### config.mk
export PLATFORM = sky130hd
export DESIGN_NAME = wb_write_queue
export DESIGN_NICKNAME = d
export VERILOG_FILES = /design/src/rtl/wb_write_queue_pkg.sv /design/src/rtl/wb_fifo.sv /design/src/rtl/wb_write_queue.sv
export SDC_FILE = /design/constraint.sdc
export NUM_CORES = 1
export LEC_CHECK = 0
export ABC_AREA = 1
export BUFFER_PORTS_ARGS = -buffer_cell sky130_fd_sc_hd__buf_2
export CAP_MARGIN = 10
export CORE_ASPECT_RATIO = 2
export CORE_UTILIZATION = 54
export DETAILED_ROUTE_END_ITERATION = 6
export GPL_TIMING_DRIVEN = 0
export PLACE_DENSITY = 0.78
export SYNTH_ARGS = -nofsm -noshare
export SYNTH_HDL_FRONTEND = slang
export SYNTH_SLANG_ARGS = --single-unit
### constraint.sdc
create_clock -name clk -period 3.4 [get_ports clk]
set_input_delay 0.68 -clock clk [delete_from_list [all_inputs] [get_ports clk]]
set_output_delay 0.68 -clock clk [all_outputs]
set_load 0.01 [all_outputs]
### src/rtl/wb_write_queue_pkg.sv
// Shared CPU-level constants and small helpers for the write-back queue.
package wb_write_queue_pkg;

  // Default data width and register-file address width of the CPU.
  localparam int XLEN_DEF   = 32;
  localparam int REG_ADDR_W = 5;

  // Source selected for the register-file write register in a given cycle.
  typedef enum logic [1:0] {
    SRC_NONE = 2'd0,
    SRC_FIFO = 2'd1,
    SRC_ALU  = 2'd2,
    SRC_MEM  = 2'd3
  } wb_src_e;

  // x0 is hardwired to zero: writes to it are dropped and it never matches a query.
  function automatic logic addr_is_live(input logic [REG_ADDR_W-1:0] addr);
    return addr != '0;
  endfunction

endpackage

### src/rtl/wb_fifo.sv
// Dual-push, single-pop circular buffer of pending register writes.
// Every entry's address, data and valid bit is visible so the owner can
// search pending writes. push1 is only used together with push0, and push0
// is always the older of the two.
module wb_fifo
  import wb_write_queue_pkg::*;
#(
  parameter int DEPTH = 4,
  parameter int XLEN  = XLEN_DEF,
  localparam int PTR_W = (DEPTH > 1) ? $clog2(DEPTH) : 1,
  localparam int CNT_W = $clog2(DEPTH + 1)
) (
  input  logic                                clk,
  input  logic                                rst_n,
  input  logic                                push0_valid,
  input  logic [REG_ADDR_W-1:0]               push0_addr,
  input  logic [XLEN-1:0]                     push0_data,
  input  logic                                push1_valid,
  input  logic [REG_ADDR_W-1:0]               push1_addr,
  input  logic [XLEN-1:0]                     push1_data,
  input  logic                                pop,
  output logic [CNT_W-1:0]                    count,
  output logic [PTR_W-1:0]                    rd_ptr,
  output logic [DEPTH-1:0]                    ent_valid,
  output logic [DEPTH-1:0][REG_ADDR_W-1:0]    ent_addr,
  output logic [DEPTH-1:0][XLEN-1:0]          ent_data
);

  logic [PTR_W-1:0] wr_ptr;
  logic [PTR_W-1:0] wr_ptr_1;
  logic [DEPTH-1:0] valid_next;

  // Pointers wrap modulo DEPTH, which need not be a power of two.
  function automatic logic [PTR_W-1:0] ptr_inc(input logic [PTR_W-1:0] p);
    return (p == PTR_W'(DEPTH - 1)) ? '0 : p + PTR_W'(1);
  endfunction

  assign wr_ptr_1 = ptr_inc(wr_ptr);

  // Pointer and occupancy bookkeeping.
  always_ff @(posedge clk or negedge rst_n) begin
    if (!rst_n) begin
      rd_ptr <= '0;
      wr_ptr <= '0;
      count  <= '0;
    end else begin
      if (pop) rd_ptr <= ptr_inc(rd_ptr);
      if (push1_valid)      wr_ptr <= ptr_inc(wr_ptr_1);
      else if (push0_valid) wr_ptr <= wr_ptr_1;
      count <= count + CNT_W'(push0_valid) + CNT_W'(push1_valid) - CNT_W'(pop);
    end
  end

  // Next valid bits: the pop clears first so that a push into the slot being
  // drained in the same cycle (full queue) leaves it valid.
  always_comb begin
    valid_next = ent_valid;
    if (pop)         valid_next[rd_ptr]   = 1'b0;
    if (push0_valid) valid_next[wr_ptr]   = 1'b1;
    if (push1_valid) valid_next[wr_ptr_1] = 1'b1;
  end

  // Valid bits are reset so no stale entry can ever produce a query hit.
  always_ff @(posedge clk or negedge rst_n) begin
    if (!rst_n) ent_valid <= '0;
    else        ent_valid <= valid_next;
  end

  // Payload storage; contents are only meaningful where ent_valid is set.
  always_ff @(posedge clk) begin
    if (push0_valid) begin
      ent_addr[wr_ptr] <= push0_addr;
      ent_data[wr_ptr] <= push0_data;
    end
    if (push1_valid) begin
      ent_addr[wr_ptr_1] <= push1_addr;
      ent_data[wr_ptr_1] <= push1_data;
    end
  end

endmodule

### src/rtl/wb_write_queue.sv
// Write-back arbiter: merges ALU and load results into a single registered
// register-file write port, buffering overflow in a small FIFO, and answers
// ID-stage queries about writes that are still pending in that FIFO.
//
// Handshake: the ALU path has no ready; every alu_valid cycle is a transfer.
// The load path transfers on a cycle where mem_valid && mem_ready; mem_ready
// depends only on registered occupancy, never on mem_valid, so the producer
// may hold mem_valid and its payload stable until it sees the transfer.
module wb_write_queue
  import wb_write_queue_pkg::*;
#(
  parameter int DEPTH = 4,
  parameter int XLEN  = XLEN_DEF,
  localparam int PTR_W = (DEPTH > 1) ? $clog2(DEPTH) : 1,
  localparam int CNT_W = $clog2(DEPTH + 1)
) (
  input  logic                  clk,
  input  logic                  rst_n,
  input  logic                  alu_valid,
  input  logic [REG_ADDR_W-1:0] alu_addr,
  input  logic [XLEN-1:0]       alu_data,
  input  logic                  mem_valid,
  output logic                  mem_ready,
  input  logic [REG_ADDR_W-1:0] mem_addr,
  input  logic [XLEN-1:0]       mem_data,
  output logic                  RegWrite,
  output logic [REG_ADDR_W-1:0] WriteAddr,
  output logic [XLEN-1:0]       WriteData,
  input  logic [REG_ADDR_W-1:0] q_rs1_addr,
  input  logic [REG_ADDR_W-1:0] q_rs2_addr,
  output logic                  q_rs1_hit,
  output logic                  q_rs2_hit,
  output logic [XLEN-1:0]       q_rs1_data,
  output logic [XLEN-1:0]       q_rs2_data
);

  logic [CNT_W-1:0]                 count;
  logic [PTR_W-1:0]                 rd_ptr;
  logic [DEPTH-1:0]                 ent_valid;
  logic [DEPTH-1:0][REG_ADDR_W-1:0] ent_addr;
  logic [DEPTH-1:0][XLEN-1:0]       ent_data;

  logic                  alu_take;
  logic                  mem_take;
  wb_src_e               src;
  logic                  load_valid;
  logic [REG_ADDR_W-1:0] load_addr;
  logic [XLEN-1:0]       load_data;
  logic                  pop;
  logic                  push0_valid;
  logic [REG_ADDR_W-1:0] push0_addr;
  logic [XLEN-1:0]       push0_data;
  logic                  push1_valid;
  logic [REG_ADDR_W-1:0] push1_addr;
  logic [XLEN-1:0]       push1_data;
  logic [PTR_W-1:0]      q_slot;

  // A full FIFO still accepts an ALU result because the head always drains
  // in the same cycle; only the load path is throttled.
  assign mem_ready = (count <= CNT_W'(DEPTH - 1));

  // Accepted entries that actually need storing (x0 writes are dropped).
  assign alu_take = alu_valid && addr_is_live(alu_addr);
  assign mem_take = mem_valid && mem_ready && addr_is_live(mem_addr);

  // Oldest-first slot of the entry that is ofs positions behind the head.
  function automatic logic [PTR_W-1:0] age_slot(input logic [PTR_W-1:0] base, input int ofs);
    int s;
    s = int'(base) + ofs;
    if (s >= DEPTH) s = s - DEPTH;
    return PTR_W'(s);
  endfunction

  // Pick the write-port source (FIFO head first, then ALU, then MEM) and
  // enqueue whatever was accepted but not chosen, ALU ahead of MEM.
  always_comb begin
    src         = SRC_NONE;
    load_valid  = 1'b0;
    load_addr   = '0;
    load_data   = '0;
    pop         = 1'b0;
    push0_valid = 1'b0;
    push0_addr  = '0;
    push0_data  = '0;
    push1_valid = 1'b0;
    push1_addr  = '0;
    push1_data  = '0;

    if (count != '0)   src = SRC_FIFO;
    else if (alu_take) src = SRC_ALU;
    else if (mem_take) src = SRC_MEM;

    case (src)
      SRC_FIFO: begin
        pop        = 1'b1;
        load_valid = 1'b1;
        load_addr  = ent_addr[rd_ptr];
        load_data  = ent_data[rd_ptr];
        if (alu_take) begin
          push0_valid = 1'b1;
          push0_addr  = alu_addr;
          push0_data  = alu_data;
          if (mem_take) begin
            push1_valid = 1'b1;
            push1_addr  = mem_addr;
            push1_data  = mem_data;
          end
        end else if (mem_take) begin
          push0_valid = 1'b1;
          push0_addr  = mem_addr;
          push0_data  = mem_data;
        end
      end
      SRC_ALU: begin
        load_valid = 1'b1;
        load_addr  = alu_addr;
        load_data  = alu_data;
        if (mem_take) begin
          push0_valid = 1'b1;
          push0_addr  = mem_addr;
          push0_data  = mem_data;
        end
      end
      SRC_MEM: begin
        load_valid = 1'b1;
        load_addr  = mem_addr;
        load_data  = mem_data;
      end
      default: ;
    endcase
  end

  // Registered register-file write port; RegWrite marks a freshly loaded entry.
  always_ff @(posedge clk or negedge rst_n) begin
    if (!rst_n) begin
      RegWrite  <= 1'b0;
      WriteAddr <= '0;
      WriteData <= '0;
    end else begin
      RegWrite <= load_valid;
      if (load_valid) begin
        WriteAddr <= load_addr;
        WriteData <= load_data;
      end
    end
  end

  // Pending-write query over FIFO entries only, scanned oldest to youngest
  // so the youngest match wins. The output register is left to the
  // register-file bypass, and this cycle's incoming pushes are not visible.
  always_comb begin
    q_slot     = '0;
    q_rs1_hit  = 1'b0;
    q_rs1_data = '0;
    q_rs2_hit  = 1'b0;
    q_rs2_data = '0;
    for (int i = 0; i < DEPTH; i++) begin
      q_slot = age_slot(rd_ptr, i);
      if (ent_valid[q_slot] && addr_is_live(q_rs1_addr) && ent_addr[q_slot] == q_rs1_addr) begin
        q_rs1_hit  = 1'b1;
        q_rs1_data = ent_data[q_slot];
      end
      if (ent_valid[q_slot] && addr_is_live(q_rs2_addr) && ent_addr[q_slot] == q_rs2_addr) begin
        q_rs2_hit  = 1'b1;
        q_rs2_data = ent_data[q_slot];
      end
    end
  end

  wb_fifo #(
    .DEPTH (DEPTH),
    .XLEN  (XLEN)
  ) u_fifo (
    .clk         (clk),
    .rst_n       (rst_n),
    .push0_valid (push0_valid),
    .push0_addr  (push0_addr),
    .push0_data  (push0_data),
    .push1_valid (push1_valid),
    .push1_addr  (push1_addr),
    .push1_data  (push1_data),
    .pop         (pop),
    .count       (count),
    .rd_ptr      (rd_ptr),
    .ent_valid   (ent_valid),
    .ent_addr    (ent_addr),
    .ent_data    (ent_data)
  );

endmodule

==> impl_results.rst, run 1 <==
.. list-table::
   :header-rows: 1

   * - Metric
     - Value
   * - Portion of the post-synthesis area used by sequential elements
     - 26.4%
   * - Number of library cell types mapped by synthesis
     - 39
   * - First logged error message
     - [ERROR GRT-0116] Global routing finished with congestion. Check the congestion regions in the DRC Viewer.
   * - Synthesized instance count
     - between 2,000 and 3,000
   * - Last stage reached
     - 5_1_grt
   * - Final Wtd Congestion
     - around 1.1
   * - Synthesized netlist net count
     - 2,817
   * - Wire length of the first global-routing pass
     - 175 mm
   * - Total placed instance area
     - 0.0174 sq mm
   * - DIE WIDTH
     - 123 microns
   * - Count of pins on the block boundary
     - just under 200
   * - # port buffers
     - 191
   * - Hold bufs inserted after CTS
     - 0
   * - Vertical extent of the die
     - around 240 microns
   * - Average size of a mapped cell
     - between 5 and 6 sq um
   * - TritonCTS buffer count
     - 17
   * - Root Buffer
     - sky130_fd_sc_hd__clkbuf_16
   * - Via count of the first global-routing pass
     - 23,800
   * - Seq cells post-synth
     - 197
   * - Overflow after GRT
     - 227
   * - Initial standard-cell utilization of the core
     - 55.1%
   * - H-tree depth
     - 4
   * - Ys Warns
     - 0
   * - Post-Syn Area
     - 0.0159 sq mm
   * - Number of clock sinks
     - between 150 and 200
   * - Maximum number of buffers from clock root to sink
     - 2
   * - Largest net degree at the start of global routing
     - 50
   * - Number of rows created at floorplan
     - 88
   * - Outcome
     - stopped before the end
   * - Global-route usage over all layers
     - 77.6%
   * - Post-DP HPWL
     - 69.9 mm
-- cell families after synthesis --
family	count (synthesis)	share of synthesized area [%]
compound gates	768	26.8
xor+xnor	7	0.386
fa+ha+maj	11	0.961
buf+inv	494	13.0
flops	197	26.4
mux	1	0.0630
simple gates	1240	32.5
-- Yosys cell counts, drive strengths merged --
cell type,n,area [sq um]
inv,300,1130
o211ai,38,285
dfxtp,148,2960
buf,114,631
o2111ai,2,17.5
nand3,123,666
a21oi,137,686
o22ai,8,50.1
xnor2,1,8.76
a31oi,2,18.8
ha,9,113
clkinv,1,3.75
nand4,49,307
o21ai,483,2420
nor2,275,1120
or2,1,6.26
a22oi,39,293
clkbuf,79,297
nand3b,15,113
nand2,775,2940
xor2,6,52.6
mux2i,1,10.0
fa,2,40.0
o221ai,31,272
o21a,28,210
nor3,2,10.0
dfrtp,49,1230
-- layer usage --
layer  overflow  track usage, %
met1          0            79.0
met2        120            93.7
met3          5            60.7
met4        102            77.6
met5          0            16.0
-- timing repair --
action,CTS
gates resized for setup,179
setup buffers,21
endpoints found under the setup margin,66
gates cloned,9
pin swaps,45
-- metrics by stage --
step	cells	setup WS [ps]
CTS	3330	-575
detailed placement	3269	-1090
global placement	3269	-1090
floorplan	2718	4.50
==> run 2, diff against run 1 <==
--- a/config.mk
+++ b/config.mk
@@ -8,11 +8,10 @@
 export ABC_AREA = 1
 export BUFFER_PORTS_ARGS = -buffer_cell sky130_fd_sc_hd__buf_2
 export CAP_MARGIN = 10
-export CORE_ASPECT_RATIO = 2
-export CORE_UTILIZATION = 54
+export CORE_UTILIZATION = 40
 export DETAILED_ROUTE_END_ITERATION = 6
 export GPL_TIMING_DRIVEN = 0
-export PLACE_DENSITY = 0.78
+export PLACE_DENSITY_LB_ADDON = 0.15
 export SYNTH_ARGS = -nofsm -noshare
 export SYNTH_HDL_FRONTEND = slang
 export SYNTH_SLANG_ARGS = --single-unit
==> constraint.sdc (replaced) <==
create_clock -name clk -period 4.4 [get_ports clk]
set_input_delay 0.88 -clock clk [delete_from_list [all_inputs] [get_ports clk]]
set_output_delay 0.88 -clock clk [all_outputs]
set_load 0.01 [all_outputs]
==> impl_results.rst, run 2 <==
.. list-table::
   :header-rows: 1

   * - Metric
     - Value
   * - Data required time at the worst endpoint
     - roughly 3500 ps
   * - Number of flops mapped to enable cells by yosys
     - 0
   * - Most frequent CP cell
     - sky130_fd_sc_hd__nand2_1
   * - Via count of the first global-routing pass
     - 18,500
   * - Synthesis-to-finish area growth
     - 17.3%
   * - Synthesized instance count
     - 2,718
   * - Count of pins on the block boundary
     - 193
   * - Top register by number of flip-flops
     - u_fifo.ent_data
   * - CTS tree
     - built
   * - Ys Warns
     - 0
   * - Average size of a mapped cell
     - 5.84 sq um
   * - Maximum number of buffers from clock root to sink
     - 2
   * - Largest net degree at the start of global routing
     - 50
   * - Vias after detailed routing
     - 20,300
   * - Final clock skew
     - 13.6 ps
   * - Total die area
     - 0.0405 sq mm
   * - Initial standard-cell utilization of the core
     - between 40 and 50%
   * - Critical-path cell list
     - buf_6, buf_4, clkbuf_1, o21ai_0, o21ai_1, nand4_1, nand2_1, nand2_1, nand2_1, nand2_1, nand2_1, buf_2
   * - Antenna violations before repair
     - 0
   * - Top library cells by usage in the layout, fill and taps aside
     - sky130_fd_sc_hd__nand2_1, sky130_fd_sc_hd__o21ai_0, sky130_fd_sc_hd__inv_1
   * - Post-DP HPWL
     - 67.0 mm
   * - Final ANT Viol Nets
     - 0
   * - Minimum hold slack
     - around 340 ps
   * - Remaining design rule violation count
     - 0
   * - H-tree depth
     - 4
   * - Routed wire per std cell
     - ~25 microns
   * - Combinational family with the most area after synthesis
     - simple AND/OR/NAND/NOR gates
   * - Wire length of the first global-routing pass
     - around 120 mm
   * - Count of maximum capacitance violations
     - 0
   * - Final setup violation count
     - 0
   * - Unrepaired setup endpoints after global routing
     - no
   * - Length of the first detailed-routing pass in iterations
     - 6
   * - Number of clock sinks
     - 197
   * - Share of synthesized area spent on multiplexers
     - 0.0630%
   * - Path type of the worst min-delay path
     - in -> async
   * - Crit path kind
     - reg -> out
   * - Synthesized netlist net count
     - 2,817
   * - Max-Slew Margin vs Limit
     - 13.0%
   * - Design Area, Final
     - 0.0186 sq mm
   * - Slew @ Worst Pin
     - 1300 ps
   * - Basic-gate share of the synthesized area counting and, or, nand and nor cells
     - 32.5%
   * - Cell types with the largest area share after synthesis
     - sky130_fd_sc_hd__dfxtp_1, sky130_fd_sc_hd__nand2_1, sky130_fd_sc_hd__o21ai_0, sky130_fd_sc_hd__dfrtp_1, sky130_fd_sc_hd__inv_1
   * - Most instantiated cells after synthesis
     - sky130_fd_sc_hd__nand2_1, sky130_fd_sc_hd__o21ai_0, sky130_fd_sc_hd__inv_1, sky130_fd_sc_hd__nor2_1, sky130_fd_sc_hd__dfxtp_1
   * - Time the worst path needs with I/O delays and setup
     - 4380 ps
   * - Final clock period utilization by the worst path
     - 99.6%
   * - Seq cells post-synth
     - 197
   * - Largest registers
     - u_fifo.ent_data (128), WriteData (32), u_fifo.ent_addr (20)
   * - Overflow after GRT
     - 0
   * - Top cell family by delay on the critical path
     - compound AO/OA/AOI/OAI gates
   * - Vertical extent of the die
     - 201 microns
   * - Hold bufs inserted after CTS
     - 0
   * - Area inside the core boundary
     - roughly 0.039 sq mm
   * - Average via count per standard cell
     - ~5.8
   * - Root Buffer
     - sky130_fd_sc_hd__clkbuf_16
   * - DIE WIDTH
     - 201 microns
   * - Nature of the critical path startpoint
     - flop
   * - Post-synth top flop
     - sky130_fd_sc_hd__dfxtp_1
   * - Outcome
     - finished clean
   * - TritonCTS buffer count
     - 17
   * - Final Net Count
     - about 3,000
   * - Critical path buffers and inverters
     - 4
   * - Maximum fanout count along the critical path
     - 10
   * - Final Wtd Congestion
     - 1.02
   * - Number of hold violations in the final report
     - 0
   * - Max-slew violations
     - 0
   * - Share of final-layout standard cells stronger than drive strength 1
     - between 10 and 15%
   * - Clk Latency, worst-skew pair
     - between 400 and 500 ps
   * - Number of library cell types mapped by synthesis
     - 39
   * - Worst setup EP type
     - output port
   * - Cell accounting for the most synthesized area
     - sky130_fd_sc_hd__dfxtp_1
   * - Fraction of the mapped netlist area in compound gates
     - a little over a quarter
   * - Pre-CTS worst setup slack
     - -595 ps
   * - Total placed instance area
     - 0.0175 sq mm
   * - Share of flip-flops with an asynchronous set or reset
     - 24.9%
   * - Fraction of synthesized cell area in xor and xnor cells
     - less than 1%
   * - Max Clock Freq
     - between 200 and 250 MHz
   * - Area share of the leading cell type in the synthesized netlist
     - between 10% and 20%
   * - Critical path arrival
     - 3500 ps
   * - Routed wire length
     - 85.2 mm
   * - Final worst slack
     - 18.3 ps
   * - Post-Syn Area
     - approximately 0.016 sq mm
   * - Flip-flop count of the largest register, all copies and words added
     - approximately 130
   * - Number of rows created at floorplan
     - just over 70
   * - 1st-iter DRT viols
     - 2,714
   * - # port buffers
     - 191
   * - Global-route usage over all layers
     - 41.1%
   * - Worst stage delay on the critical path
     - 800 ps
   * - Most used standard cell by instance count after synthesis
     - sky130_fd_sc_hd__nand2_1
   * - Register clock-pin slew on the reported worst setup and hold paths
     - about 80 ps
   * - Adder-Cell Fraction of Synth Area
     - 0.961%
   * - Portion of the post-synthesis area used by sequential elements
     - 26.4%
   * - Slowest cell on the critical path
     - sky130_fd_sc_hd__o21ai_1
   * - Most frequent standard cell in the layout excluding fill and tap cells
     - sky130_fd_sc_hd__nand2_1
run 2: final cells by class:
cell class	count	area, sq um
tap	518	648
sequential	197	4190
buffer	191	1080
clock inverter	14	154
multi-input combinational	2027	9830
inverter	301	1150
fill	4328	20300
antenna	1	2.50
timing repair buffer	208	1160
clock buffer	18	429
run 2: per-layer routing:
| metal | up-vias | share of wire [%] | track usage, % |
|---|---|---|---|
| li1 | 9358 | - | - |
| met1 | 9498 | 43 | 58.0 |
| met2 | 1264 | 41 | 60.1 |
| met3 | 143 | 13 | 11.8 |
| met4 | 0 | 2.8 | 12.3 |
| met5 | - | 0 | 0 |
run 2: cell families (layout without fill, tap and decap cells):
family | Yosys count | count (layout)
flip-flops | 197 | 197
buffers and inverters | 494 | 732
AO/OA/AOI/OAI | 768 | 768
other | 0 | 1
adder cells (fa/ha/maj) | 11 | 11
AND/OR/NAND/NOR | 1240 | 1240
XOR/XNOR | 7 | 7
multiplexers | 1 | 1
run 2: what timing repair did:
| item | CTS | global route |
|---|---|---|
| endpoints found under the setup margin | 66 | 65 |
| setup buffers | 8 | 4 |
| gates cloned | 2 | 2 |
| pin swaps | 6 | 9 |
| gates resized for setup | 77 | 55 |
run 2: path summary, 6_finish.rpt:
path	slack (ps)	cells after the start	start	to
setup / recovery	20	12	u_fifo.rd_ptr[0]	q_rs1_data[21]
hold reg to reg	490	2	WriteData[29]	WriteData[29]
setup reg to reg	560	10	u_fifo.count[0]	u_fifo.count[1]
min in group clk	490	2	WriteData[29]	WriteData[29]
hold / removal	340	1	rst_n	WriteData[9]
max in group asynchronous	3500	2	rst_n	WriteData[13]
run 2: per-stage QoR:
step / instances / TNS, ps / util [%]
2_1_floorplan: 2718 / 0 / -
3_3_place_gp: 3427 / -29370 / 44.9
3_5_place_dp: 3427 / -29720 / 44.9
4_1_cts: 3468 / 0 / 47.3
5_1_grt: 3474 / 0 / 47.9
6_report: 3475 / 0 / 47.9
Power of run 2 is not shown: default switching activity piles up to over one toggle a cycle in this logic, so the estimate is an artifact.
==> run 3, diff against run 2 <==
==> constraint.sdc (replaced) <==
create_clock -name clk -period 5.18 [get_ports clk]
set_input_delay 1.036 -clock clk [delete_from_list [all_inputs] [get_ports clk]]
set_output_delay 1.036 -clock clk [all_outputs]
set_load 0.01 [all_outputs]
==> impl_results.rst, run 3 (synthesis gave the netlist of run 2 again) <==
.. list-table::
   :header-rows: 1

   * - Metric
     - Value
   * - Outcome
     - finished, violations left
   * - Failing checks
     - design-rule violations, max-capacitance violations
   * - Max-slew violations
     - 0
   * - Average via count per standard cell
     - approximately 5.8
   * - Final Net Count
     - between 3,000 and 4,000
   * - Count of pins on the block boundary
     - 193
   * - Area inside the core boundary
     - 0.0389 sq mm
   * - Path type of the worst min-delay path
     - reg -> reg
   * - Clk Latency, worst-skew pair
     - 470 ps
   * - Time the worst path needs with I/O delays and setup
     - 5040 ps
   * - Largest registers
     - u_fifo.ent_data (128), WriteData (32), u_fifo.ent_addr (20)
   * - FF+latch area
     - ~0.0042 sq mm
   * - Max-Slew Margin vs Limit
     - less than 1%
   * - Routed wire per std cell
     - approximately 24 microns
   * - Wire length of the first global-routing pass
     - 121 mm
   * - Maximum fanout count along the critical path
     - 20
   * - Destination of the worst hold path
     - WriteData[29]
   * - Count of maximum capacitance violations
     - 1
   * - Flip-flop count of the largest register, all copies and words added
     - between 100 and 150
   * - Overflow after GRT
     - 0
   * - Critical path arrival
     - 4000 ps
   * - 1st-iter DRT viols
     - 2,702
   * - Pre-CTS worst setup slack
     - 28.7 ps
   * - Filler cell count in the final layout
     - 4,336
   * - Final worst slack
     - 144 ps
   * - Synthesis-to-finish area growth
     - 14.1%
   * - Crit path kind
     - reg -> out
   * - Initial standard-cell utilization of the core
     - 40.8%
   * - Top register by number of flip-flops
     - u_fifo.ent_data
   * - Routed wire length
     - around 84 mm
   * - Remaining design rule violation count
     - 1
   * - Maximum number of buffers from clock root to sink
     - 2
   * - Worst setup EP type
     - output port
   * - Root Buffer
     - sky130_fd_sc_hd__clkbuf_16
   * - Number of cells on the worst hold path
     - 2
   * - Register clock-pin slew on the reported worst setup and hold paths
     - around 80 ps
   * - Worst reg-to-reg setup slack
     - roughly 1400 ps
   * - Hold Startpoint
     - WriteData[29]
   * - Final ANT Viol Nets
     - 0
   * - Slew @ Worst Pin
     - 1470 ps
   * - Largest net degree at the start of global routing
     - 50
   * - Beginning of the worst register-to-register path
     - u_fifo.count[0]
   * - Max Clock Freq
     - around 200 MHz
   * - Final clock period utilization by the worst path
     - a little over nine tenths
   * - Most frequent standard cell in the layout excluding fill and tap cells
     - sky130_fd_sc_hd__nand2_1
   * - Number of clock sinks
     - 197
   * - Top library cells by usage in the layout, fill and taps aside
     - sky130_fd_sc_hd__nand2_1, sky130_fd_sc_hd__o21ai_0, sky130_fd_sc_hd__inv_1
   * - Vertical extent of the die
     - 201 microns
   * - Length of the first detailed-routing pass in iterations
     - 7
   * - Data required time at the worst endpoint
     - 4140 ps
   * - Worst Reg2Reg Path Length in Cells
     - 10
   * - Share of final-layout standard cells stronger than drive strength 1
     - 12.7%
   * - Final Wtd Congestion
     - 1.02
   * - Antenna violations before repair
     - 0
   * - Final setup violation count
     - 0
   * - TritonCTS buffer count
     - 17
   * - Via count of the first global-routing pass
     - approximately 18,000
   * - Total die area
     - around 0.041 sq mm
   * - DIE WIDTH
     - around 200 microns
   * - Unrepaired setup endpoints after global routing
     - no
   * - Antenna diodes
     - 0
   * - Area of combinational cells with multiple inputs
     - 0.00966 sq mm
   * - CTS tree
     - built
   * - Final clock skew
     - 11.4 ps
   * - Post-DP HPWL
     - 67.0 mm
   * - Nature of the critical path startpoint
     - flop
   * - Critical register-to-register path endpoint
     - u_fifo.count[1]
   * - Global-route usage over all layers
     - 40.9%
   * - Number of rows created at floorplan
     - 72
   * - H-tree depth
     - 4
   * - Utilization after layout
     - a little under half
   * - Vias after detailed routing
     - 20,100
   * - Minimum hold slack
     - 491 ps
   * - Number of buffers inserted by post-CTS setup repair
     - 0
   * - Setup TNS Final
     - 0 ps
   * - # port buffers
     - roughly 190
   * - Number of hold violations in the final report
     - 0
-- run 3: timing repair --
item                                    CTS  global route
hold buffers                              0             0
endpoints found under the setup margin   66            61
pin swaps                                 0             0
gates resized for setup                   7             7
-- run 3: metrics by stage --
| step | std cells | cell area, sq um |
|---|---|---|
| 2_1_floorplan | 2718 | 15900 |
| 3_3_place_gp | 3427 | 17500 |
| 3_5_place_dp | 3427 | 17500 |
| 4_1_cts | 3458 | 18100 |
| 5_1_grt | 3458 | 18100 |
| 6_report | 3458 | 18100 |
-- run 3: area by class of cell --
cell class / instances / area share (%)
buffer: 191 / 5.14
clock buffer: 18 / 2.37
clock inverter: 14 / 0.849
inverter: 301 / 6.28
multi-input combinational: 2027 / 53.3
sequential: 197 / 23.1
tap: 518 / 3.58
timing repair buffer: 192 / 5.39
-- run 3: critical path, stage by stage, from the launching register on --
cell and delay [ps]:
sky130_fd_sc_hd__dfrtp_1 410, sky130_fd_sc_hd__buf_4 210, sky130_fd_sc_hd__inv_4 180, sky130_fd_sc_hd__buf_8 230, sky130_fd_sc_hd__ha_1 260, sky130_fd_sc_hd__buf_4 170
sky130_fd_sc_hd__inv_1 60, sky130_fd_sc_hd__buf_2 220, sky130_fd_sc_hd__nand3_1 200, sky130_fd_sc_hd__nand3_1 110, sky130_fd_sc_hd__nand3_1 90, sky130_fd_sc_hd__inv_1 250
sky130_fd_sc_hd__clkbuf_1 510, sky130_fd_sc_hd__nand4_1 170, sky130_fd_sc_hd__nand3_1 130, sky130_fd_sc_hd__nand2_1 60, sky130_fd_sc_hd__nand2_1 100, sky130_fd_sc_hd__buf_2 150
-- run 3: metal layers --
metal | global-route usage [%] | up-vias | wire, microns
met5 | 0 | - | 0
li1 | - | 9315 | -
met1 | 57.8 | 9363 | 36200
met4 | 12.3 | 0 | 2080
met2 | 59.8 | 1311 | 35200
met3 | 11.6 | 129 | 10900
-- run 3: worst max path at each step --
stage | startpoint | end | slack [ps] | cells past startpoint
floorplan | u_fifo.rd_ptr[1] | q_rs2_data[2] | 1270 | 21
global placement | u_fifo.rd_ptr[1] | q_rs1_data[30] | 20 | 19
detailed placement | u_fifo.rd_ptr[1] | q_rs1_data[10] | 30 | 19
CTS | u_fifo.rd_ptr[1] | q_rs2_data[10] | 20 | 21
global route | u_fifo.rd_ptr[1] | q_rs2_data[25] | 20 | 20
finish | u_fifo.rd_ptr[1] | q_rs1_data[2] | 140 | 17
Power of run 3 is left out for the same reason.
